### src/rtl/mem_pkg.sv
// mem_pkg: funct3 width codes, FSM state type and strobe helper for the memory stage
package mem_pkg;
   localparam logic [2:0] F3_B  = 3'b000;
   localparam logic [2:0] F3_H  = 3'b001;
   localparam logic [2:0] F3_W  = 3'b010;
   localparam logic [2:0] F3_BU = 3'b100;
   localparam logic [2:0] F3_HU = 3'b101;

   typedef enum logic [1:0] {IDLE, BUSY, RESP} state_t;

   function automatic logic [3:0] lane_mask(input logic [2:0] f3);
      return (f3[1:0] == 2'b00) ? 4'b0001 : (f3[1:0] == 2'b01) ? 4'b0011 : 4'b1111;
   endfunction
endpackage

### src/rtl/mem_bus_if.sv
// mem_bus_if: req/ack data-memory bus between the memory stage and data memory
interface mem_bus_if;
   logic        mem_req;
   logic        mem_we;
   logic [31:0] mem_addr;
   logic [31:0] mem_wdata;
   logic [3:0]  mem_wstrb;
   logic        mem_ack;
   logic [31:0] mem_rdata;

   modport master (
      output mem_req, mem_we, mem_addr, mem_wdata, mem_wstrb,
      input  mem_ack, mem_rdata
   );

   modport slave (
      input  mem_req, mem_we, mem_addr, mem_wdata, mem_wstrb,
      output mem_ack, mem_rdata
   );
endinterface

### src/rtl/mem_align.sv
// mem_align: byte-lane placement of store data, access legality, and load extraction/extension
module mem_align
   import mem_pkg::*;
(
   input  logic [2:0]  i_funct3,
   input  logic [1:0]  i_addr_lo,
   input  logic        i_store,
   input  logic [31:0] i_rs2,
   input  logic [31:0] i_rdata,
   output logic [31:0] o_wdata,
   output logic [3:0]  o_wstrb,
   output logic        o_fault,
   output logic [31:0] o_ldata
);
   logic        w_illegal;
   logic        w_misalign;
   logic [31:0] w_shift;

   // legality check, store lane replication/strobes, and shifted/extended load data
   always_comb begin
      w_illegal  = i_store ? (i_funct3 > F3_W) : (i_funct3 inside {3'b011, 3'b110, 3'b111});
      w_misalign = (i_funct3[1:0] == 2'b01) ? i_addr_lo[0] :
                   (i_funct3[1:0] == 2'b10) ? (i_addr_lo != 2'b00) : 1'b0;
      o_fault    = w_illegal | w_misalign;
      o_wdata    = (i_funct3[1:0] == 2'b00) ? {4{i_rs2[7:0]}} :
                   (i_funct3[1:0] == 2'b01) ? {2{i_rs2[15:0]}} : i_rs2;
      o_wstrb    = lane_mask(i_funct3) << i_addr_lo;
      w_shift    = i_rdata >> {i_addr_lo, 3'b000};
      o_ldata    = (i_funct3 == F3_B)  ? {{24{w_shift[7]}}, w_shift[7:0]} :
                   (i_funct3 == F3_H)  ? {{16{w_shift[15]}}, w_shift[15:0]} :
                   (i_funct3 == F3_BU) ? {24'h0, w_shift[7:0]} :
                   (i_funct3 == F3_HU) ? {16'h0, w_shift[15:0]} : i_rdata;
   end
endmodule

### src/rtl/mem_stage.sv
// mem_stage: pipeline memory stage driving a req/ack data bus and registering the MEM/WB payload
module mem_stage
   import mem_pkg::*;
#(
   parameter int TIMEOUT = 16
)(
   input  logic        clk,
   input  logic        rst,
   input  logic        memRead_in,
   input  logic        memWrite_in,
   input  logic        memtoReg_in,
   input  logic        regWrite_in,
   input  logic [31:0] ALUResult_in,
   input  logic [31:0] rs2_in,
   input  logic [31:0] inst_in,
   output logic        stall_out,
   mem_bus_if.master   bus,
   output logic        memtoReg_out,
   output logic        regWrite_out,
   output logic [31:0] ALUResult_out,
   output logic [31:0] readData_out,
   output logic [31:0] inst_out,
   output logic        fault_out
);
   localparam int            CW   = $clog2(TIMEOUT + 2);
   localparam logic [CW-1:0] LAST = CW'(TIMEOUT > 0 ? TIMEOUT - 1 : 0);

   state_t        r_state, w_next;
   logic [CW-1:0] r_cnt;
   logic          r_to;
   logic          r_req, r_we;
   logic [31:0]   r_addr, r_wdata, r_ldata;
   logic [3:0]    r_wstrb;
   logic [31:0]   w_wdata, w_ldata;
   logic [3:0]    w_wstrb;
   logic          w_afault, w_access, w_load, w_fault;
   logic          w_launch, w_done, w_timeout, w_capture, w_flt;

   assign bus.mem_req   = r_req;
   assign bus.mem_we    = r_we;
   assign bus.mem_addr  = r_addr;
   assign bus.mem_wdata = r_wdata;
   assign bus.mem_wstrb = r_wstrb;

   assign w_access  = memRead_in | memWrite_in;
   assign w_load    = memRead_in & ~memWrite_in;
   assign w_fault   = w_access & w_afault;
   assign w_timeout = (r_state == BUSY) && !bus.mem_ack && (TIMEOUT != 0) && (r_cnt == LAST);

   mem_align u_align (
      .i_funct3  (inst_in[14:12]),
      .i_addr_lo (ALUResult_in[1:0]),
      .i_store   (memWrite_in),
      .i_rs2     (rs2_in),
      .i_rdata   (bus.mem_rdata),
      .o_wdata   (w_wdata),
      .o_wstrb   (w_wstrb),
      .o_fault   (w_afault),
      .o_ldata   (w_ldata)
   );

   // FSM state register
   always_ff @(posedge clk or negedge rst) begin
      if (!rst) r_state <= IDLE;
      else      r_state <= w_next;
   end

   // FSM next state: launch legal accesses, leave BUSY on ack or timeout, RESP lasts one cycle
   always_comb begin
      w_next = (r_state == IDLE) ? (w_launch ? BUSY : IDLE) :
               (r_state == BUSY) ? ((bus.mem_ack || w_timeout) ? RESP : BUSY) : IDLE;
   end

   // FSM outputs: stall while launching or busy; WB capture in IDLE (non-launch) and RESP
   always_comb begin
      w_launch  = rst && (r_state == IDLE) && w_access && !w_fault;
      w_done    = (r_state == BUSY) && (bus.mem_ack || w_timeout);
      w_capture = ((r_state == IDLE) && !w_launch) || (r_state == RESP);
      w_flt     = (r_state == RESP) ? r_to : w_fault;
      stall_out = w_launch || (r_state == BUSY);
   end

   // BUSY-cycle counter, timeout flag and aligned load data captured on ack
   always_ff @(posedge clk or negedge rst) begin
      if (!rst) begin
         r_cnt   <= '0;
         r_to    <= 1'b0;
         r_ldata <= '0;
      end else begin
         r_cnt   <= w_launch ? '0 : (r_state == BUSY) ? r_cnt + 1'b1 : r_cnt;
         r_to    <= w_launch ? 1'b0 : w_timeout ? 1'b1 : r_to;
         r_ldata <= ((r_state == BUSY) && bus.mem_ack) ? w_ldata : r_ldata;
      end
   end

   // bus outputs registered at launch and held stable until the transaction ends
   always_ff @(posedge clk or negedge rst) begin
      if (!rst) begin
         r_req   <= 1'b0;
         r_we    <= 1'b0;
         r_addr  <= '0;
         r_wdata <= '0;
         r_wstrb <= '0;
      end else begin
         r_req   <= w_launch ? 1'b1 : w_done ? 1'b0 : r_req;
         r_we    <= w_launch ? memWrite_in : r_we;
         r_addr  <= w_launch ? {ALUResult_in[31:2], 2'b00} : r_addr;
         r_wdata <= w_launch ? w_wdata : r_wdata;
         r_wstrb <= w_launch ? (memWrite_in ? w_wstrb : 4'h0) : r_wstrb;
      end
   end

   // MEM/WB payload: real instruction on capture cycles, bubble otherwise
   always_ff @(posedge clk or negedge rst) begin
      if (!rst) begin
         regWrite_out  <= 1'b0;
         memtoReg_out  <= 1'b0;
         fault_out     <= 1'b0;
         ALUResult_out <= '0;
         inst_out      <= '0;
         readData_out  <= '0;
      end else begin
         regWrite_out  <= w_capture & regWrite_in & ~w_flt;
         memtoReg_out  <= w_capture & memtoReg_in & ~w_flt;
         fault_out     <= w_capture & w_flt;
         ALUResult_out <= w_capture ? ALUResult_in : '0;
         inst_out      <= w_capture ? inst_in : '0;
         readData_out  <= ((r_state == RESP) && w_load && !r_to) ? r_ldata : '0;
      end
   end
endmodule

### src/flat_wrapper.sv
// flat-port wrapper written by rule: the top's interface ports become plain ports
module mem_stage_flat import mem_pkg::*;
#(
   parameter int TIMEOUT = 16
)
  (clk, rst, memRead_in, memWrite_in, memtoReg_in, regWrite_in, ALUResult_in, rs2_in, inst_in, stall_out, memtoReg_out, regWrite_out, ALUResult_out, readData_out, inst_out, fault_out, bus_mem_req, bus_mem_we, bus_mem_addr, bus_mem_wdata, bus_mem_wstrb, bus_mem_ack, bus_mem_rdata);
  mem_bus_if bus_i ();
  input  logic clk;
  input  logic rst;
  input  logic memRead_in;
  input  logic memWrite_in;
  input  logic memtoReg_in;
  input  logic regWrite_in;
  input  logic [31:0] ALUResult_in;
  input  logic [31:0] rs2_in;
  input  logic [31:0] inst_in;
  output logic stall_out;
  output logic memtoReg_out;
  output logic regWrite_out;
  output logic [31:0] ALUResult_out;
  output logic [31:0] readData_out;
  output logic [31:0] inst_out;
  output logic fault_out;
  output wire logic [$bits(bus_i.mem_req)-1:0] bus_mem_req;
  output wire logic [$bits(bus_i.mem_we)-1:0] bus_mem_we;
  output wire logic [$bits(bus_i.mem_addr)-1:0] bus_mem_addr;
  output wire logic [$bits(bus_i.mem_wdata)-1:0] bus_mem_wdata;
  output wire logic [$bits(bus_i.mem_wstrb)-1:0] bus_mem_wstrb;
  input wire logic [$bits(bus_i.mem_ack)-1:0] bus_mem_ack;
  input wire logic [$bits(bus_i.mem_rdata)-1:0] bus_mem_rdata;
  assign bus_mem_req = bus_i.mem_req;
  assign bus_mem_we = bus_i.mem_we;
  assign bus_mem_addr = bus_i.mem_addr;
  assign bus_mem_wdata = bus_i.mem_wdata;
  assign bus_mem_wstrb = bus_i.mem_wstrb;
  assign bus_i.mem_ack = bus_mem_ack;
  assign bus_i.mem_rdata = bus_mem_rdata;
  mem_stage #(.TIMEOUT(TIMEOUT)) u_core (.clk(clk), .rst(rst), .memRead_in(memRead_in), .memWrite_in(memWrite_in), .memtoReg_in(memtoReg_in), .regWrite_in(regWrite_in), .ALUResult_in(ALUResult_in), .rs2_in(rs2_in), .inst_in(inst_in), .stall_out(stall_out), .bus(bus_i), .memtoReg_out(memtoReg_out), .regWrite_out(regWrite_out), .ALUResult_out(ALUResult_out), .readData_out(readData_out), .inst_out(inst_out), .fault_out(fault_out));
endmodule
### config.mk
export PLATFORM = sky130hd
export DESIGN_NAME = mem_stage_flat
export DESIGN_NICKNAME = d
export VERILOG_FILES = /design/src/rtl/mem_pkg.sv /design/src/rtl/mem_bus_if.sv /design/src/rtl/mem_align.sv /design/src/rtl/mem_stage.sv /design/src/flat_wrapper.sv
export SDC_FILE = /design/constraint.sdc
export NUM_CORES = 1
export LEC_CHECK = 0
export ABC_AREA = 1
export ABC_CLOCK_PERIOD_IN_PS = 4370
export CORE_MARGIN = 5
export CORE_UTILIZATION = 49
export CTS_BUF_LIST = sky130_fd_sc_hd__clkbuf_16
export CTS_CLUSTER_SIZE = 28
export DETAILED_ROUTE_END_ITERATION = 10
export PLACE_DENSITY_LB_ADDON = 0.3
export SYNTH_ARGS = -nofsm -noshare
export SYNTH_HDL_FRONTEND = slang
export SYNTH_HIERARCHICAL = 1
export SYNTH_SLANG_ARGS = --single-unit
### constraint.sdc
create_clock -name clk -period 4.37 [get_ports clk]
set_input_delay 0.6555 -clock clk [delete_from_list [all_inputs] [get_ports clk]]
set_output_delay 0.6555 -clock clk [all_outputs]
set_load 0.01 [all_outputs]
Yosys cells after proc, flatten, opt, wreduce, memory -nomap -nowiden
Index checks and enable logic that the tools add are counted.

Input port bits: 135. Bits in registers: 207. Output and inout bits: 170. Logic and storage cells: 92.

Bitwise logic cells: 11. Mux-type cells: 26. Reduce and logical (&&, ||, !) cells: 25. Equal/unequal tests: 11. Order comparisons: 1. $add $sub $neg: 1. Shift-type cells: 2.

Operators with widths (count): 32-bit two-way mux (9); 32-bit by 5-bit >> shifter with 16-bit output (1); 3-bit == test (second input constant) (4); 4-bit two-way mux (3); 1-bit logical AND (10); 5-bit two-way mux (2); 1-bit two-way mux (9); 2-bit nonzero test (4); 1-bit AND (7); 2-bit two-way mux (3); 5-bit by 1-bit adder with 5-bit output (second input constant) (1); 5-bit by 4-bit == test with 1-bit output (second input constant) (1); 2-bit by 1-bit == test with 1-bit output (second input constant) (2); 2-bit == test (second input constant) (2); 1-bit logical NOT (4); 2-bit logical NOT (2); 4-bit by 2-bit left shift with 4-bit output (1); 3-bit by 1-bit == test with 1-bit output (second input constant) (1); 3-bit by 2-bit == test with 1-bit output (second input constant) (1); 3-bit by 2-bit > comparator with 1-bit output (second input constant) (1); 3-bit logical NOT (1); 1-bit logical OR (3); 3-bit nonzero test (1); 1-bit inverter (2); 1-bit OR (2).

Logic depth before layout (Yosys ltp)
Gate-level depths: netlist of run 1.

Depth after elaboration: 12. Depth in mapped cells: 11. Depth with buffers taken out: 10.

Modules after synthesis
The synthesis of run 1 kept the hierarchy.

Modules (own cells, without submodules): mem_stage (instances 1, sequential area each 5180.0 sq um, area an instance 7464.7 sq um, cells an instance 737); mem_align (instances 1, sequential area each 0.0 sq um, area an instance 1273.7 sq um, cells an instance 276).

Least setup slack after synthesis of run 1
Ideal clock, no wire load.

Kind: input-to-output. Start point: input inst_in[13]. End point: output stall_out. Cell stages on the path: 9. Slack: 1.759 ns. Arrival: 1.956 ns. Data required time: 3.714 ns. Path buffers: 4. Cells stage by stage: buf_4 > clkbuf_1 > o21ai_0 > o21ai_0 > nor2_1 > nand3_2 > buf_6 > buf_4 > nand2_1.

Cells in the longest elaborated chain, start to end: 8. Elaborated cells between the ends (all ways): 15. Those cells by class: order compare (1); eq/ne (5); mux (3); bitwise (2); reduce/logical (4).

RTL lines: from (decl) (line flat_wrapper.sv:16) `input logic [31:0] inst_in;`; 3-bit by 2-bit == test with 1-bit output (tied with other cells) (line mem_align.sv:21) `w_illegal = i_store ? (i_funct3 > F3_W) : (i_funct3 inside {3'b011, 3'b110, 3'b111});`; 3-bit nonzero test or 1-bit two-way mux (tied branches) (line mem_align.sv:21, mem_align.sv:23); 1-bit two-way mux, on equally long branches (line mem_align.sv:21, mem_align.sv:22); 1-bit OR * (line mem_align.sv:24) `o_fault = w_illegal | w_misalign;`; via u_core.w_afault (line mem_stage.sv:36) `logic w_afault, w_access, w_load, w_fault;`; 1-bit AND * (line mem_stage.sv:47) `assign w_fault = w_access & w_afault;`; 1-bit logical NOT * (line mem_stage.sv:76) `w_launch = rst && (r_state == IDLE) && w_access && !w_fault;`; 1-bit logical AND * (line mem_stage.sv:76); 1-bit logical OR * (line mem_stage.sv:80) `stall_out = w_launch || (r_state == BUSY);`; to (decl) (line flat_wrapper.sv:17) `output logic stall_out;`.

The timed path passes the listed nets; every way through them passes the cells marked *.

Worst setup path after layout of run 1
Start point: input ALUResult_in[0]. End point: output stall_out.

Cells in the longest elaborated chain, start to end: 8.

RTL lines: from (decl) (line flat_wrapper.sv:14) `input logic [31:0] ALUResult_in;`; 2-bit nonzero test (line mem_align.sv:23) `(i_funct3[1:0] == 2'b10) ? (i_addr_lo != 2'b00) : 1'b0;`; 1-bit two-way mux (line mem_align.sv:23); 1-bit two-way mux * (line mem_align.sv:22) `w_misalign = (i_funct3[1:0] == 2'b01) ? i_addr_lo[0] :`; 1-bit OR * (line mem_align.sv:24); via u_core.w_afault (line mem_stage.sv:36); 1-bit AND * (line mem_stage.sv:47); 1-bit logical NOT * (line mem_stage.sv:76); 1-bit logical AND * (line mem_stage.sv:76); 1-bit logical OR * (line mem_stage.sv:80).

Marks and branches as above.

==> impl_metrics.yaml, run 1 <==
worst_setup_path:
  crit_family: "buffers and inverters"
  cpPeakStageDelay_ns: 0.54
  worstSetupStartpointType: "input port"
  end_kind: "primary output"
  crit_slowest_cell: "clkdlybuf4s50_1"
  critical_path_class: "in2out"
  worstPathArrival_ns: 2.71
  crit_chain: "clkdlybuf4s50_1 -> inv_2 -> nand2_1 -> nor2_1 -> o21ai_0 -> nor2_1 -> nand3_4 -> nand2_1 -> clkdlybuf4s50_1"
  worstPathBufferInverterCount: 3
  ff2ff_setup_slack_ns: 2.19
  path_max_fanout: 15
  cp.required_ns: 3.71
clock_tree:
  cts-hold-fix-buffers: 0
  postCtsSetupBuffers: 0
  clock_path_buffers: 3
  cts_root_buffer: "clkbuf_16"
  cts_tree: "yes"
  h-tree-depth: 1
  path_clk_slew_ns: 0.06
  cts-resized-gates: 0
  cts_sinks: 207
  clk_latency_ns: 0.49
  cts_made_buffers: 22
synthesis:
  synth_ff_type: "dfrtp_1"
  synth_area_leaders: "dfrtp_1 (59%), nand2_1 (8.8%), inv_1 (7.4%)"
  synth_mux_area_share_pct: 0
  ys_ff_latch: 207
  syn_area_per_cell_um2: 8.63
  synth_xor_area_share_pct: 0
  synth_seq_area_share_pct: 59.3
  synth-simple-area-share_pct: 18.9
  synth_area_um2: 8740
  synth_top_cell_area_share_pct: 59.3
  synth_cell_types: 30
  synth_compound_area_share_pct: 9.21
  netlist_instances: 1013
  async_flop_share_pct: 100
  synth_fa_ha_area_share_pct: 0.286
  yosysWarnings: 6
  synth_top_family_by_area: "simple AND/OR/NAND/NOR gates"
  yosysTopAreaCell: "dfrtp_1"
  synth_edf_count: 0
place:
  numPortBuffers: 302
  gp_congestion: 0.861
  placed_cell_area_um2: 11700
  hpwl_um: 18700
die:
  core-area_um2: 17400
  start_util_pct: 50.2
  io-pin-count: 305
  die_h_um: 144
  core.rowCount: 48
  design.die.area_um2: 20600
  die_width_um: 144
global_routing:
  grt_max_degree: 77
  grt.total_usage_pct: 23.9
  antenna_found_initial: 0
  grt.overflow.total: 0
  grt_pass1_vias: 7086
  grt_pass1_wl_um: 38700
timing:
  hold_viol_final: 0
  slew_headroom_pct: 44.3
  setup-violations-final: 0
  finClkSkew_ns: 0.0103
  finalCritPeriodShare_pct: 77.0
  rsz0062_at_grt: "false"
  worstMarginPinSlew_ns: 0.835
  fin_crit_ns: 3.36
  fmax_mhz: 297
  slew_violations: 0
  tns_ns: 0
finish:
  drive_gt1_share_pct: 4.51
  nNetsFinal: 1431
  layout_common_cells: "clkdlybuf4s50_1 (300), dfrtp_1 (207), nand2_1 (204)"
  final_common_cell: "clkdlybuf4s50_1"
  design_area_um2: 12500
  antenna_cells: 0
  area_growth_syn_to_layout_pct: 42.8
run_status:
  status: "complete, no violations"
detailed_routing:
  drt-vias-per-instance: 4.84
  drtPass1Iterations: 5
  drc: 0
  num_vias: 7410
  antenna_left: 0
  wl_per_cell_um: 16.6
  routed_wl_um: 25400
  drt_iter0_drc: 545
min_path:
  hold_path_class: "in2async"
flow_run:
  maxCapViolCount: 0
power:
  ir_drop_uv: 303
  p_per_area_nw_per_um2: 469
  p_leak_uw: 0.00636
-- area by class of cell --
| type | instances | area [um^2] |
|---|---|---|
| clock buffer | 23 | 576 |
| clock inverter | 14 | 166 |
| fill | 1355 | 4940 |
| inverter | 177 | 664 |
| multi-input combinational | 573 | 2500 |
| sequential | 207 | 5180 |
| tap | 225 | 282 |
| timing repair buffer | 313 | 3100 |
-- sequential cells by signal, indices dropped and copies added (netlist names) --
signal                cells
u_core/r_state            2
u_core/ALUResult_out     32
u_core/regWrite_out       1
u_core/inst_out          32
u_core/fault_out          1
u_core/bus.mem_wstrb      4
u_core/bus.mem_req        1
u_core/readData_out      32
u_core/r_to               1
u_core/r_ldata           32
u_core/r_cnt              5
u_core/bus.mem_wdata     32
u_core/bus.mem_we         1
u_core/bus.mem_addr      30
u_core/memtoReg_out       1
-- metal layers --
layer	GRT usage, %	part of all wire [%]	up-vias
met5	0	0	-
met4	6.39	2.4	0
met3	5.46	8.8	38
met2	40.3	49	311
met1	31.2	40	3435
li1	-	-	3626
-- Yosys cell counts, drive strengths merged, types with 2 or more instances --
cell,count
clkbuf,11
dfrtp,207
a21oi,43
nand3,36
nor2,168
inv,176
ha,2
nand2,210
buf,46
o22ai,7
o21ai,92
o211ai,8
-- stage by stage --
step / total power (uW) / util, % / std cells / hold slack, ns / setup WS, ns
after floorplan: 3130 / - / 1014 / 0.360 / 1.76
after global placement: 3930 / 67.4 / 1495 / 0.470 / 0.906
after detailed placement: 3990 / 67.4 / 1495 / 0.465 / 0.853
after CTS: 5910 / 71.6 / 1532 / 0.0502 / 1.01
after global routing: 6140 / 71.6 / 1532 / 0.0641 / 0.847
final: 5850 / 71.6 / 1532 / 0.0610 / 1.01
-- worst register-to-register path: stages (launching register included) --
cell     delay (ns)
dfrtp_1        0.40
nor2_2         0.07
nand3_4        0.18
buf_4          0.46
buf_4          0.69
nand3_1        0.19
nor2_1         0.13
-- kinds of logic (layout without fill, tap and decap cells) --
group | Yosys count | count (layout)
and+or+nand+nor | 416 | 416
buffers and inverters | 234 | 527
DFF | 207 | 207
AOI/OAI and AO/OA | 153 | 153
adders and majority gates | 2 | 2
other | 1 | 2
-- report_power, final --
part | leakage [uW] | total, uW | internal (uW) | switching [uW]
Clock | 0.000363 | 1910 | 1180 | 726
Combinational | 0.00342 | 1470 | 746 | 726
Sequential | 0.00258 | 2470 | 2300 | 168
Total | 0.00636 | 5850 | 4230 | 1620
-- path summary, 6_finish.rpt --
path | from | to | cells after the start
worst min register to register | u_core/r_ldata[25] | u_core/readData_out[25] | 2
worst max-delay path | ALUResult_in[0] | stall_out | 9
worst max register to register | u_core/r_state[0] | u_core/regWrite_out | 6
worst min-delay path | rst | u_core/bus.mem_wdata[18] | 1
min in group clk | u_core/r_ldata[25] | u_core/readData_out[25] | 2
max in group asynchronous | rst | u_core/r_ldata[0] | 3
Power figures use the tool's default switching activity.
==> inputs of run 2 (changes only) <==
ABC_CLOCK_PERIOD_IN_PS = 3300   (was 4370)
CORE_UTILIZATION = 45   (was 49)
clock period = 3.3 ns   (was 4.37 ns; I/O delays follow)
==> run 2 against run 1 <==
  * Critical path depth shrank 2
  * Sequential cell count unchanged
  * First-iteration DRC count decreased by 0.73%
  * Global-route usage decreased by 1.6 points
  * Die area rose by 8.3%
  * Combinational power rose by 33%
==> impl_metrics.yaml, run 2 (synthesized netlist as in run 1, its figures left out) <==
min_path:
  hold_path_class: "in2async"
clock_tree:
  cts_sinks: 207
  path_clk_slew_ns: 0.06
  postCtsSetupBuffers: 0
  clk_latency_ns: 0.52
  cts_root_buffer: "clkbuf_16"
  cts_tree: "yes"
  cts_made_buffers: 23
  cts-resized-gates: 0
  h-tree-depth: 1
  cts-hold-fix-buffers: 0
  clock_path_buffers: 3
global_routing:
  grt_max_degree: 208
  antenna_found_initial: 2
  grt_pass1_vias: 7300
  grt.overflow.total: 0
  grt.total_usage_pct: 22.2
  grt_pass1_wl_um: 39500
finish:
  final_common_cell: "clkdlybuf4s50_1"
  drive_gt1_share_pct: 4.66
  nNetsFinal: 1431
  regArea_um2: 5180
  multi_input_comb_area_um2: 2500
  layout_common_cells: "clkdlybuf4s50_1 (300), dfrtp_1 (207), nand2_1 (204)"
  final_util_pct: 65.0
  area_growth_syn_to_layout_pct: 43.4
  fillCellCount: 1605
  design_area_um2: 12500
worst_setup_path:
  crit_slowest_cell: "clkdlybuf4s50_1"
  crit_chain: "clkdlybuf4s50_1 -> a21oi_1 -> o21ai_0 -> nor2_1 -> nand3_4 -> nand2_1 -> clkdlybuf4s50_1"
  end_kind: "primary output"
  cp.required_ns: 2.80
  regToRegStartpoint: "u_core/r_state[1]"
  ff2ff_setup_slack_ns: 1.57
  worstPathArrival_ns: 2.47
  crit_family: "buffers and inverters"
  crit_top_cell: "clkdlybuf4s50_1"
  worstSetupStartpointType: "input port"
  worstPathBufferInverterCount: 2
  cpPeakStageDelay_ns: 0.59
  critical_path_class: "in2out"
  cp-startpoint: "inst_in[12]"
  path_max_fanout: 6
place:
  placed_cell_area_um2: 11800
  gp_congestion: 0.885
  numPortBuffers: 302
  hpwl_um: 18000
flow_run:
  maxCapViolCount: 0
power:
  ir_drop_uv: 303
  p_per_area_nw_per_um2: 609
  p_leak_uw: 0.00638
detailed_routing:
  drtPass1Iterations: 5
  wl_met3_um: 2330
  top_layer: "met4"
  routed_wl_um: 25300
  drt-vias-per-instance: 4.70
  wl_met2_um: 11800
  num_vias: 7414
  antenna_left: 0
  wl_met1_um: 10200
  drt_iter0_drc: 541
  wl_per_cell_um: 16.0
  drc: 0
die:
  core-area_um2: 19300
  io-pin-count: 305
  core.rowCount: 51
  design.die.area_um2: 22300
  die_width_um: 149
  start_util_pct: 45.3
  die_h_um: 149
timing:
  hold_slack_ns: 0.262
  fmax_mhz: 337
  setup-violations-final: 0
  rsz0062_at_grt: "false"
  slew_headroom_pct: 29.5
  worstMarginPinSlew_ns: 1.06
  fin_crit_ns: 2.97
  hold_viol_final: 0
  tns_ns: 0
  slew_violations: 0
  finalCritPeriodShare_pct: 90.0
  finClkSkew_ns: 0.0190
run_status:
  status: "complete, no violations"
==> run 2: worst reg2reg max path: cells and delay by family, from the launching register on <==
| kind | cells | cell delay [ns] |
|---|---|---|
| DFF | 1 | 0.40 |
| and+or+nand+nor | 3 | 0.84 |
| AOI/OAI and AO/OA | 1 | 0.06 |
| buffers and inverters | 2 | 0.30 |
==> run 2: routing by layer <==
layer	track usage, %	vias to the layer above
met4	8.51	0
met3	6.26	55
li1	-	3625
met5	0	-
met2	35.7	313
met1	28.8	3421
==> run 2: worst paths after layout <==
check | endpoint | depth (start not counted)
min reg2reg | u_core/bus.mem_wdata[7] | 2
max | stall_out | 7
min | u_core/readData_out[5] | 2
max reg2reg | u_core/r_ldata[26] | 6
max in group asynchronous | u_core/r_ldata[15] | 2
min in group clk | u_core/bus.mem_wdata[7] | 2
==> run 2: final cells by class <==
| class | count | share of cell area (%) |
|---|---|---|
| Tap cell | 265 | 2.65 |
| Clock inverter | 18 | 1.09 |
| Sequential cell | 207 | 41.3 |
| Timing Repair Buffer | 312 | 25.0 |
| Antenna cell | 2 | 0.0399 |
| Clock buffer | 23 | 4.59 |
| Inverter | 177 | 5.30 |
| Multi-Input combinational cell | 573 | 20.0 |
==> run 2: through the flow <==
| stage | total power, uW | cells | setup slack [ns] |
|---|---|---|---|
| after detailed placement | 5270 | 1534 | 0.329 |
| after global placement | 5210 | 1534 | 0.328 |
| after floorplan | 4140 | 1014 | 1.01 |
| final | 7630 | 1577 | 0.331 |
| after global routing | 8060 | 1577 | 0.156 |
| after CTS | 7720 | 1575 | 0.324 |
==> run 2: report_power, final <==
group	total, uW	internal (uW)	leakage (uW)	switching (uW)
Clock	2420	1420	0.000364	997
Sequential	3260	3050	0.00258	207
Combinational	1960	995	0.00343	962
Total	7630	5470	0.00638	2170
